--- src/rtl/alu_multiword_seq_if.sv ---
// alu_multiword_seq_if: operation request (start/cmd/a_in/b_in), ALU slice drive (alu_a/alu_b/alu_carry/alu_op, alu_y back) and result/flag/status bundle
interface alu_multiword_seq_if #(
  parameter int N = 8,
  parameter int WORDS = 4
);
  logic start;
  logic [2:0] cmd;
  logic [WORDS*N-1:0] a_in;
  logic [WORDS*N-1:0] b_in;
  logic [N-1:0] alu_a;
  logic [N-1:0] alu_b;
  logic alu_carry;
  logic [3:0] alu_op;
  logic [N:0] alu_y;
  logic [WORDS*N-1:0] result;
  logic carry_out;
  logic zero_out;
  logic busy;
  logic done;
  modport slave (
    input start, cmd, a_in, b_in, alu_y,
    output alu_a, alu_b, alu_carry, alu_op, result, carry_out, zero_out, busy, done
  );
  modport master (
    output start, cmd, a_in, b_in, alu_y,
    input alu_a, alu_b, alu_carry, alu_op, result, carry_out, zero_out, busy, done
  );
endinterface

--- src/rtl/alu_multiword_seq.sv ---
// alu_multiword_seq: WORDS x N-bit sequencer feeding a combinational ALU one slice per cycle; ports clk, reset (async high), bus (slave: start/cmd/a_in/b_in in, alu_* drive, alu_y back, result/carry_out/zero_out/busy/done out)
module alu_multiword_seq #(
  parameter int N = 8,
  parameter int WORDS = 4
) (
  input logic clk,
  input logic reset,
  alu_multiword_seq_if.slave bus
);
  localparam int IW = $clog2(WORDS);
  localparam int W = WORDS * N;
  typedef enum logic [1:0] {IDLE, RUN, DONE} state_t;
  state_t r_state, w_next;
  logic [W-1:0] r_a, r_b, r_result, w_res_nxt;
  logic [2:0] r_cmd;
  logic [IW-1:0] r_idx;
  logic r_carry, r_cout, r_zero;
  logic w_desc, w_first, w_last, w_chain, w_carry_nxt, w_run;
  logic [3:0] w_op;
  assign w_run = r_state == RUN;
  assign w_desc = r_cmd == 3'd6;
  assign w_first = r_idx == (w_desc ? IW'(WORDS - 1) : '0);
  assign w_last = r_idx == (w_desc ? '0 : IW'(WORDS - 1));
  assign w_chain = r_cmd <= 3'd1 || r_cmd == 3'd5 || r_cmd == 3'd6;
  assign w_carry_nxt = w_chain & bus.alu_y[N];
  assign bus.result = r_result;
  assign bus.carry_out = r_cout;
  assign bus.zero_out = r_zero;
  always_comb begin
    w_op = 4'h1;
    case (r_cmd)
      3'd0: w_op = w_first ? 4'hc : 4'he;
      3'd1: w_op = w_first ? 4'hd : 4'hf;
      3'd2: w_op = 4'h9;
      3'd3: w_op = 4'h8;
      3'd4: w_op = 4'ha;
      3'd5: w_op = w_first ? 4'h4 : 4'h6;
      3'd6: w_op = w_first ? 4'h5 : 4'h7;
      default: w_op = 4'h1;
    endcase
  end
  always_comb begin
    w_res_nxt = r_result;
    w_res_nxt[r_idx*N +: N] = bus.alu_y[N-1:0];
  end
  always_ff @(posedge clk or posedge reset)
    if (reset) r_state <= IDLE;
    else r_state <= w_next;
  always_comb begin
    w_next = r_state;
    case (r_state)
      IDLE: w_next = bus.start ? RUN : IDLE;
      RUN: w_next = w_last ? DONE : RUN;
      default: w_next = IDLE;
    endcase
    bus.busy = w_run;
    bus.done = r_state == DONE;
    bus.alu_a = w_run ? r_a[r_idx*N +: N] : '0;
    bus.alu_b = w_run ? r_b[r_idx*N +: N] : '0;
    bus.alu_carry = w_run & r_carry;
    bus.alu_op = w_run ? w_op : 4'h0;
  end
  always_ff @(posedge clk or posedge reset)
    if (reset) begin
      r_a <= '0;
      r_b <= '0;
      r_cmd <= '0;
      r_idx <= '0;
      r_carry <= 1'b0;
      r_result <= '0;
      r_cout <= 1'b0;
      r_zero <= 1'b0;
    end else if (r_state == IDLE && bus.start) begin
      r_a <= bus.a_in;
      r_b <= bus.b_in;
      r_cmd <= bus.cmd;
      r_idx <= bus.cmd == 3'd6 ? IW'(WORDS - 1) : '0;
      r_carry <= 1'b0;
      r_result <= '0;
    end else if (w_run) begin
      r_result <= w_res_nxt;
      r_carry <= w_carry_nxt;
      if (!w_last) r_idx <= w_desc ? r_idx - 1'b1 : r_idx + 1'b1;
      if (w_last) begin
        r_cout <= w_carry_nxt;
        r_zero <= w_res_nxt == '0;
      end
    end
endmodule

--- src/flat_wrapper.sv ---
// flat-port wrapper written by rule: the top's interface ports become plain ports
module alu_multiword_seq_flat 
#(
  parameter int N = 8,
  parameter int WORDS = 4
)
  (clk, reset, bus_start, bus_cmd, bus_a_in, bus_b_in, bus_alu_y, bus_alu_a, bus_alu_b, bus_alu_carry, bus_alu_op, bus_result, bus_carry_out, bus_zero_out, bus_busy, bus_done);
  alu_multiword_seq_if #(.N(N), .WORDS(WORDS)) bus_i ();
  input logic clk;
  input logic reset;
  input wire logic [$bits(bus_i.start)-1:0] bus_start;
  input wire logic [$bits(bus_i.cmd)-1:0] bus_cmd;
  input wire logic [$bits(bus_i.a_in)-1:0] bus_a_in;
  input wire logic [$bits(bus_i.b_in)-1:0] bus_b_in;
  input wire logic [$bits(bus_i.alu_y)-1:0] bus_alu_y;
  output wire logic [$bits(bus_i.alu_a)-1:0] bus_alu_a;
  output wire logic [$bits(bus_i.alu_b)-1:0] bus_alu_b;
  output wire logic [$bits(bus_i.alu_carry)-1:0] bus_alu_carry;
  output wire logic [$bits(bus_i.alu_op)-1:0] bus_alu_op;
  output wire logic [$bits(bus_i.result)-1:0] bus_result;
  output wire logic [$bits(bus_i.carry_out)-1:0] bus_carry_out;
  output wire logic [$bits(bus_i.zero_out)-1:0] bus_zero_out;
  output wire logic [$bits(bus_i.busy)-1:0] bus_busy;
  output wire logic [$bits(bus_i.done)-1:0] bus_done;
  assign bus_i.start = bus_start;
  assign bus_i.cmd = bus_cmd;
  assign bus_i.a_in = bus_a_in;
  assign bus_i.b_in = bus_b_in;
  assign bus_i.alu_y = bus_alu_y;
  assign bus_alu_a = bus_i.alu_a;
  assign bus_alu_b = bus_i.alu_b;
  assign bus_alu_carry = bus_i.alu_carry;
  assign bus_alu_op = bus_i.alu_op;
  assign bus_result = bus_i.result;
  assign bus_carry_out = bus_i.carry_out;
  assign bus_zero_out = bus_i.zero_out;
  assign bus_busy = bus_i.busy;
  assign bus_done = bus_i.done;
  alu_multiword_seq #(.N(N), .WORDS(WORDS)) u_core (.clk(clk), .reset(reset), .bus(bus_i));
endmodule
--- config.mk ---
export PLATFORM = sky130hd
export DESIGN_NAME = alu_multiword_seq_flat
export DESIGN_NICKNAME = d
export VERILOG_FILES = /design/src/rtl/alu_multiword_seq_if.sv /design/src/rtl/alu_multiword_seq.sv /design/src/flat_wrapper.sv
export SDC_FILE = /design/constraint.sdc
export NUM_CORES = 1
export LEC_CHECK = 0
export CAP_MARGIN = 5
export CORE_MARGIN = 3
export CORE_UTILIZATION = 45
export DETAILED_ROUTE_END_ITERATION = 10
export PLACE_DENSITY = 0.76
export SKIP_CTS_REPAIR_TIMING = 1
export SLEW_MARGIN = 5
export SYNTH_ARGS = -nofsm -noshare
export SYNTH_HDL_FRONTEND = slang
export SYNTH_SLANG_ARGS = --single-unit
--- constraint.sdc ---
create_clock -name clk -period 3.92 [get_ports clk]
set_input_delay 0.588 -clock clk [delete_from_list [all_inputs] [get_ports clk]]
set_output_delay 0.588 -clock clk [all_outputs]
set_load 0.01 [all_outputs]
==> results of run 1 <==
[sequential cells by signal (all words and copies together) (netlist names)]
| name | cells |
|---|---|
| u_core.bus.result | 32 |
| u_core.r_a | 32 |
| u_core.r_b | 32 |
| u_core.r_cmd | 3 |
| u_core.r_idx | 2 |
| u_core.r_state | 2 |
| u_core.bus.carry_out | 1 |
| u_core.bus.zero_out | 1 |
| u_core.r_carry | 1 |
[cell usage in the layout, fill, tap and decap left out, types with 5 or more instances in the layout]
cell type / Yosys / routed
a21oi_1: 8 / 8
a22o_1: 30 / 30
and2_1: 17 / 17
buf_4: 3 / 5
clkbuf_8: 0 / 9
clkdlybuf4s50_1: 0 / 135
dfrtp_1: 106 / 106
ha_1: 5 / 5
inv_1: 7 / 6
mux2_2: 67 / 67
mux4_2: 16 / 16
nand2_1: 5 / 5
nor2_1: 14 / 14
nor3_1: 5 / 5
o21ai_0: 6 / 6
o22ai_1: 5 / 5
[cell type report]
cell class / instances / share of cell area, %
Timing Repair Buffer: 141 / 21.4
Tap cell: 136 / 2.59
Inverter: 8 / 0.494
Sequential cell: 106 / 40.3
Clock buffer: 9 / 1.88
Multi-Input combinational cell: 218 / 32.0
Clock inverter: 7 / 1.29
[power by group through the flow]
stage	Clock [mW]	Sequential (mW)	Combinational, mW
after floorplan	0	1.78	1.61
after global placement	0	1.85	2.40
after detailed placement	0	1.89	2.45
after CTS	0.718	1.87	2.46
after global routing	0.766	1.93	2.64
final	0.704	1.86	2.44
[layer usage]
layer	GRT usage, %	share of wire [%]	vias to the layer above
li1	-	-	1573
met1	27.7	43	1772
met2	32.9	48	125
met3	5.07	7.6	10
met4	5.28	1.0	0
met5	0	0	-
[logic make-up (layout without fill, tap and decap cells)]
logic type               Yosys count  count (layout)  synth area share [%]
AO/OA/AOI/OAI                     61              61                  9.69
XOR/XNOR                           2               2                 0.359
adder cells (fa/ha/maj)            5               5                  1.28
buffers and inverters             26             165                  2.62
flip-flops                       106             106                  54.4
multiplexers                      85              85                  23.3
AND/OR/NAND/NOR                   65              65                  8.44
[metrics by stage]
step	total power [mW]	cells
floorplan	3.39	350
global placement	4.25	609
detailed placement	4.34	609
CTS	5.05	625
global route	5.34	625
finish	5.00	625
[critical path, stage by stage (launching register included)]
cell             delay, ns
dfrtp_1               0.43
nand2b_1              0.47
inv_2                 0.53
o31ai_1               0.14
a21oi_1               0.17
clkdlybuf4s50_1       0.55
[path summary, 6_finish.rpt]
kind                                        start                  end  slack [ns]  cells past startpoint
worst max-delay path            u_core.r_state[1]        bus_alu_op[1]        0.67                      5
worst min-delay path               u_core.r_b[20]       u_core.r_b[20]        0.51                      1
worst max register to register    u_core.r_idx[1]  u_core.bus.zero_out        1.10                      7
worst min register to register     u_core.r_b[20]       u_core.r_b[20]        0.51                      1
max in group asynchronous                   reset       u_core.r_a[24]        2.31                      3
min in group asynchronous                   reset        u_core.r_b[1]        0.78                      2
==> impl_results.md, run 1 <==
* Final hold slack at 0.512 ns
* Post-DP HPWL at between 8 and 9 mm
* Worst slew pin tran at about 1.0 ns
* Detailed-route via count at 3480
* Area Overhead vs Synth at 34.8%
* Chip Width at 110 um
* Initial cell density of the core at between 40% and 50%
* Longest Clk Path Bufs at 2
* DRT Pass-1 Iters at 4
* Number of synthesized flops with an enable pin at 0
* Sw Pwr at 1.73 mW
* Initial DRC Count at roughly 130
* Placement Rows at 37
* Period utilisation layout at 83.0%
* Share of layout cells above drive strength 1 at 23.9%
* CTS clk-pin slew, worst paths at between 0.1 and 0.15 ns
* Clock share of power at between 10% and 20%
* Core area at 10400 um^2
* DIE AREA at 12100 um^2
* Top post-synthesis cells by area: dfrtp_1 (54%), mux2_2 (15%), mux4_2 (7.4%)
* Placer Congestion at 0.791
* Global-route wire length before repair at 18.8 mm
* Overall Global Routing Usage at between 20% and 30%
* Worst Skew at roughly 0.013 ns
* Status: finished clean
* Synth async-reset ratio at 100%
* Reg area at 2650 um^2
* RSZ-0062 raised after global routing: false
* Die Y at around 110 um
* Area leader, netlist: dfrtp_1
* IO Port Bufs at 135
* Post-synthesis instance area at around 4900 um^2
* Startpoint class of the critical path: register
* Number of buffers created by CTS at 9
* Post-placement cell area at 6370 um^2
* Filler Cell Count at 817
* Gate power share at between 40% and 50%
* Ports at 136
* Sequential power share at between 30% and 40%
* Critical path data required time at 3.33 ns
* CTS tree: yes
* Worst-Skew Late Latency at approximately 0.38 ns
* List of most frequent post-synthesis cells: dfrtp_1 (106), mux2_2 (67), a22o_1 (30), and2_1 (17), mux4_2 (16)
* Synth cell types at 48
* Residual DRC count at 0
* MaxCap Viol Count at 0
* Drt total wl at 11.9 mm
* Largest net degree at the start of global routing at 80
* Switching share of power at between 30% and 40%
* Crit path time final at 3.25 ns
* H-tree Lvls at 3
* Final Net Count at ~570
* Most common cell in the netlist: dfrtp_1
* Fin. Hold Viols at 0
* Final core occ at 63.2%
* Via/cell ratio at 5.57
* Vias in the first global route at 3612
* Leakage at 2.71 nW
* Share of the synthesized area in the top cell type at 54.4%
* Syn Inst Count at 350
* Post-route ant nets at 0
* Design Area, Final at 6580 um^2
* CTS sink count at 106
* Crit path DAT at 2.67 ns
* Crit Path Category: reg2out
* ANT cells at 0
* Syn Nets at 434
* CP max FO at 27
* Clk root buf: clkbuf_8
* Fmax at 307 MHz
* Max-slew violations at 0
* Total grt overflow at 0
* FF+latch count, synth at ~110
* Setup TNS at 0 ns
* Main synth FF type: dfrtp_1
* Worst hold path type: reg2reg
* Final setup viols at 0
* Peak VDD IR at about 0.42 mV
* Internal power at 3.28 mW
* Avg Cell Area, Syn at 13.9 um^2
* Worst setup margin at 0.665 ns
* Initial antenna violation count at 0
* Slew HR at 31.0%
* Cell area power density at approximately 760 nW/um^2
* Footprint of the multi-input gates at 2110 um^2
* Synth warnings at 0
* Mean routed wirelength per cell at ~19 um
* Seq/Total Area, Yosys at 54.4%
* Dpl ws at about 1.1 ns
* CP endpoint kind: output pin
(Power assumes the default switching activity.)
==> run 2, diff against run 1 <==
CORE_UTILIZATION = 43   (was 45)
clock period = 2.78 ns   (was 3.92 ns; I/O delays follow)
==> run 2 against run 1 <==
Against the previous run:
- global-route usage is 1.6 points lower
- final area is 2.5% higher
- largest cell class unchanged
- critical endpoint is now bus_alu_a[5]
- via count is 0.17% higher
- routed wire length shrank 2.2%
- worst setup slack worse by 0.44 ns
==> impl_results.md, run 2 (synthesized netlist as in run 1, its figures left out) <==
* Chip Width at about 110 um
* Final setup viols at 0
* IO Port Bufs at 135
* Fmax at 392 MHz
* Gate power share at 47.5%
* Drt total wl at 11.6 mm
* FF-to-FF setup slack at 0.65 ns
* CTS tree: yes
* Placer Congestion at 0.839
* Crit path from: u_core.r_idx[0]
* Clock share of power at 17.9%
* R2R Path End: u_core.bus.result[18]
* Leakage at ~2.8 nW
* Met2 Usage GRT at 31.7%
* Initial DRC Count at 142
* Placement Rows at 38
* Worst setup margin at 0.230 ns
* Period utilisation layout at 91.7%
* Critical Path Max Stage Delay at 0.52 ns
* Post-route ant nets at 0
* Met3 usage at 6.20%
* Dpl ws at 0.574 ns
* Status: finished clean
* H-tree Lvls at 3
* GR Util met1 at approximately a quarter
* Worst hold path type: reg2reg
* Max-slew violations at 0
* Slew HR at 59.9%
* Setup TNS at 0 ns
* Share of layout cells above drive strength 1 at 24.5%
* Largest net degree at the start of global routing at 107
* Sw Pwr at around 2.5 mW
* Sequential power share at approximately a third
* Fin. Hold Viols at 0
* Initial antenna violation count at 0
* Worst r2r src: u_core.r_idx[1]
* DIE AREA at 12700 um^2
* Vias in the first global route at 3733
* MaxCap Viol Count at 0
* Core area at around 11000 um^2
* Final Net Count at 572
* Most frequent cells in the layout: clkdlybuf4s50_1 (135), dfrtp_1 (106), mux2_2 (67), a22o_1 (30), and2_1 (17)
* Post-placement cell area at 6430 um^2
* DRT Pass-1 Iters at 4
* Switching share of power at 33.1%
* Worst-Skew Late Latency at ~0.34 ns
* Initial cell density of the core at 44.4%
* Gr busiest metal: met2
* Startpoint class of the critical path: register
* Worst Reg-to-Reg Cells at 7
* Critical path data required time at 2.36 ns
* Residual DRC count at 0
* Clk root buf: clkbuf_16
* Commonest non-fill, non-tap cell in the layout: clkdlybuf4s50_1
* Area Overhead vs Synth at 38.2%
* Crit path capture: bus_alu_a[5]
* Die Y at 113 um
* CP endpoint kind: output pin
* Crit path DAT at 2.13 ns
* ANT cells at 0
* Total grt overflow at 0
* Overall Global Routing Usage at 18.7%
* Filler Cell Count at between 800 and 900
* Global-route wire length before repair at 19.0 mm
* Detailed-route via count at 3486
* CTS clk-pin slew, worst paths at around 0.080 ns
* CTS sink count at 106
* Number of buffers created by CTS at 9
* RSZ-0062 raised after global routing: false
* Ports at roughly 140
* Internal power at 4.97 mW
* Post-DP HPWL at 8.53 mm
* Critical path's slowest cell: mux4_2
* Mean routed wirelength per cell at 18.4 um
* Crit path time final at approximately 2.5 ns
* Cell area power density at around 1100 nW/um^2
* Design Area, Final at 6740 um^2
* Longest Clk Path Bufs at 2
* CP Cell Sequence: buf_12 > mux4_2 > and2_1 > clkdlybuf4s50_1
* CP max FO at 23
* Worst slew pin tran at 0.602 ns
* Peak VDD IR at between 0.5 and 0.6 mV
* Worst Skew at 0.00893 ns
* Crit Path Category: reg2out
* Via/cell ratio at 5.51
run 2: area by class of cell:
cell class              instances  area (um^2)  share of cell area [%]
well taps                     140          175                    2.60
flip-flops and latches        106         2650                    39.3
clock buffers                   9          225                    3.34
inverters                       8         33.8                   0.501
clock inverters                 7         85.1                    1.26
repair buffers                145         1460                    21.7
multi-input cells             218         2110                    31.2
run 2: power groups by stage:
stage	Clock [mW]	Combinational, mW	Sequential (mW)
5_1_grt	1.43	3.83	2.66
3_5_place_dp	0	3.56	2.60
4_1_cts	1.36	3.57	2.58
2_1_floorplan	0	2.27	2.51
3_3_place_gp	0	3.48	2.57
6_report	1.33	3.53	2.57
run 2: stage by stage:
step	hold WS [ns]	power (mW)	instances	util [%]
2_1_floorplan	0.475	4.78	350	-
3_3_place_gp	0.483	6.04	617	58.6
3_5_place_dp	0.494	6.16	617	58.6
6_report	0.508	7.43	633	61.4
4_1_cts	0.511	7.51	633	61.4
5_1_grt	0.527	7.92	633	61.4
run 2: worst min path at each step:
| stage | slack, ns | start | end | cells after the start |
|---|---|---|---|---|
| 2_1_floorplan | 0.48 | u_core.r_a[16] | u_core.r_a[16] | 1 |
| 3_3_place_gp | 0.48 | u_core.bus.zero_out | u_core.bus.zero_out | 1 |
| 3_5_place_dp | 0.49 | u_core.r_b[26] | u_core.r_b[26] | 1 |
| 4_1_cts | 0.51 | u_core.r_a[23] | u_core.r_a[23] | 1 |
| 5_1_grt | 0.53 | u_core.r_b[17] | u_core.r_b[17] | 1 |
| 6_report | 0.51 | u_core.r_b[29] | u_core.r_b[29] | 1 |
run 2: critical path, delay by kind of cell, from the launching register on:
kind,cells,cell delay (ns)
AND/OR/NAND/NOR,1,0.18
buffers and inverters,2,0.69
multiplexers,1,0.52
flip-flops,1,0.39
run 2: routing by layer:
layer / part of all wire [%] / up-vias
met3: 7.5 / 14
met5: 0 / -
li1: - / 1589
met4: 1.2 / 0
met1: 42 / 1765
met2: 50 / 118
==> run 3, diff against run 2 <==
CORE_ASPECT_RATIO = 1.4   (was not set)
==> run 3 against run 2 <==
Against the previous run:
- clock power decreased by 9%
- die area increased by 0.15%
- global-route usage increased by 0.97 points
- final cell count increased by 0.32%
- non-clock buffer count increased by 1
- critical path depth increased by 1
- flip-flop and latch count unchanged
- worst setup slack got worse by 0.0084 ns
- sequential share of layout area increased by 0.12 points
- power decreased by 1.4%
- maximum frequency decreased by 0.33%
- combinational power about the same
- highest routed layer unchanged
==> impl_results.md, run 3 (synthesized netlist as in run 1, its figures left out) <==
* Worst hold path type: in2async
* Fmax at 391 MHz
* Max-slew violations at 0
* Worst slew pin tran at between 0.6 and 0.7 ns
* Peak VDD IR at 0.482 mV
* Post-DP HPWL at 8.73 mm
* Placement Rows at 45
* H-tree Lvls at 3
* Largest net degree at the start of global routing at between 60 and 70
* Critical path data required time at 2.36 ns
* DRT Pass-1 Iters at 5
* Overall Global Routing Usage at 19.7%
* Pwr Total at 7.33 mW
* Final Net Count at between 500 and 600
* Detailed-route via count at 3485
* Most frequent cells in the layout: clkdlybuf4s50_1 (135), dfrtp_1 (105), mux2_2 (67), a22o_1 (30), and2_1 (17)
* Slew HR at 58.8%
* Vias in the first global route at 3758
* Drt total wl at between 10 and 15 mm
* CP max FO at 15
* Ports at 136
* Setup TNS at 0 ns
* Via/cell ratio at 5.49
* Crit Path Category: reg2out
* Clk root buf: clkbuf_16
* Status: finished clean
* Share of layout cells above drive strength 1 at around 24%
* MaxCap Viol Count at 0
* Layout Cells excl Fill at 635
* ANT cells at 0
* CTS clk-pin slew, worst paths at 0.07 ns
* CTS sink count at roughly 110
* Filler Cell Count at 895
* Worst Skew at 0.00627 ns
* Worst-Skew Late Latency at 0.34 ns
* RSZ-0062 raised after global routing: false
* Fin. Hold Viols at 0
* Startpoint class of the critical path: register
* CTS tree: yes
* Global-route wire length before repair at ~19 mm
* Final setup viols at 0
* Final hold slack at 0.403 ns
* Cell family with most CP delay: buffers and inverters
* Residual DRC count at 0
* Mean routed wirelength per cell at 18.6 um
* Number of buffers created by CTS at 9
* Post-route ant nets at 0
* Area Overhead vs Synth at 37.8%
* Initial antenna violation count at 0
* Crit path DAT at roughly 2.1 ns
* Placer Congestion at 0.837
* Die Y at 132 um
* CP bufs+invs at 3
* Longest Clk Path Bufs at 2
* Leakage at between 2 and 3 nW
* CP endpoint kind: output pin
* Cell area power density at 1090 nW/um^2
* Period utilisation layout at between 90% and 100%
* Placed Instances at 619
* Initial cell density of the core at between 40% and 50%
* Chip Width at 96.0 um
* IO Port Bufs at 135
* Critical Path Max Stage Delay at between 0.5 and 0.6 ns
* Initial DRC Count at around 120
* Total grt overflow at 0
* CP Cell Sequence: nand2b_1 > inv_2 > buf_4 > and2_1 > clkdlybuf4s50_1
* Commonest non-fill, non-tap cell in the layout: clkdlybuf4s50_1
* Critical path's slowest cell: clkdlybuf4s50_1
* DIE AREA at 12700 um^2
* Crit path time final at 2.56 ns
* Core area at 11000 um^2
## run 3: cell types whose count changed in the layout (fill, tap and decap cells not counted)
cell,delta
bufinv_16,-1
inv_8,-2
buf_4,+1
dfrtp_1,-1
clkbuf_1,+2
clkinv_4,+1
clkinvlp_4,-2
dfrtp_2,+1
clkbuf_8,+2
inv_6,-1
clkinv_2,+1
## run 3: through the flow
step	utilization [%]	instance area, um^2	setup WS, ns
after CTS	61.2	6720	0.197
after global placement	58.7	6440	0.589
final	61.2	6720	0.222
after global routing	61.2	6720	0.122
after detailed placement	58.7	6440	0.551
after floorplan	-	4880	0.715
## run 3: layout make-up
cell class	count	area (um^2)	share of cell area (%)
Sequential cell	106	2650	39.5
Multi-Input combinational cell	218	2110	31.3
Timing Repair Buffer	146	1470	21.9
Clock buffer	13	260	3.87
Tap cell	141	176	2.62
Inverter	8	33.8	0.502
Clock inverter	3	22.5	0.335
## run 3: final timing paths
path | start | to | slack (ns) | cells past startpoint
max in group asynchronous | reset | u_core.bus.zero_out | 1.71 | 3
min in group clk | u_core.r_a[23] | u_core.r_a[23] | 0.50 | 1
worst min register to register | u_core.r_a[23] | u_core.r_a[23] | 0.50 | 1
worst max-delay path | u_core.r_state[1] | bus_alu_a[7] | 0.22 | 5
worst max register to register | u_core.r_idx[0] | u_core.bus.result[21] | 0.58 | 7
worst min-delay path | reset | u_core.r_b[0] | 0.40 | 2
## run 3: power breakdown
group,internal [mW],switching (mW),leakage [nW]
registers,2.18,0.385,1.32
clock network,0.661,0.548,0.140
logic,2.07,1.48,1.32
## run 3: worst register-to-register path, stage by stage, from the launching register on
cell and delay [ns]:
dfrtp_2 0.37, buf_12 0.23, inv_1 0.14, ha_1 0.31, nor2_1 0.22, nand4_1 0.20, nor2_1 0.45, a22o_1 0.23
## run 3: layer usage
metal / routed length [um] / up-vias / global-route usage, %
li1: - / 1589 / -
met1: 4630 / 1744 / 23.4
met3: 660 / 21 / 4.23
met2: 6270 / 131 / 34.2
met4: 276 / 0 / 7.44
met5: 0 / - / 0
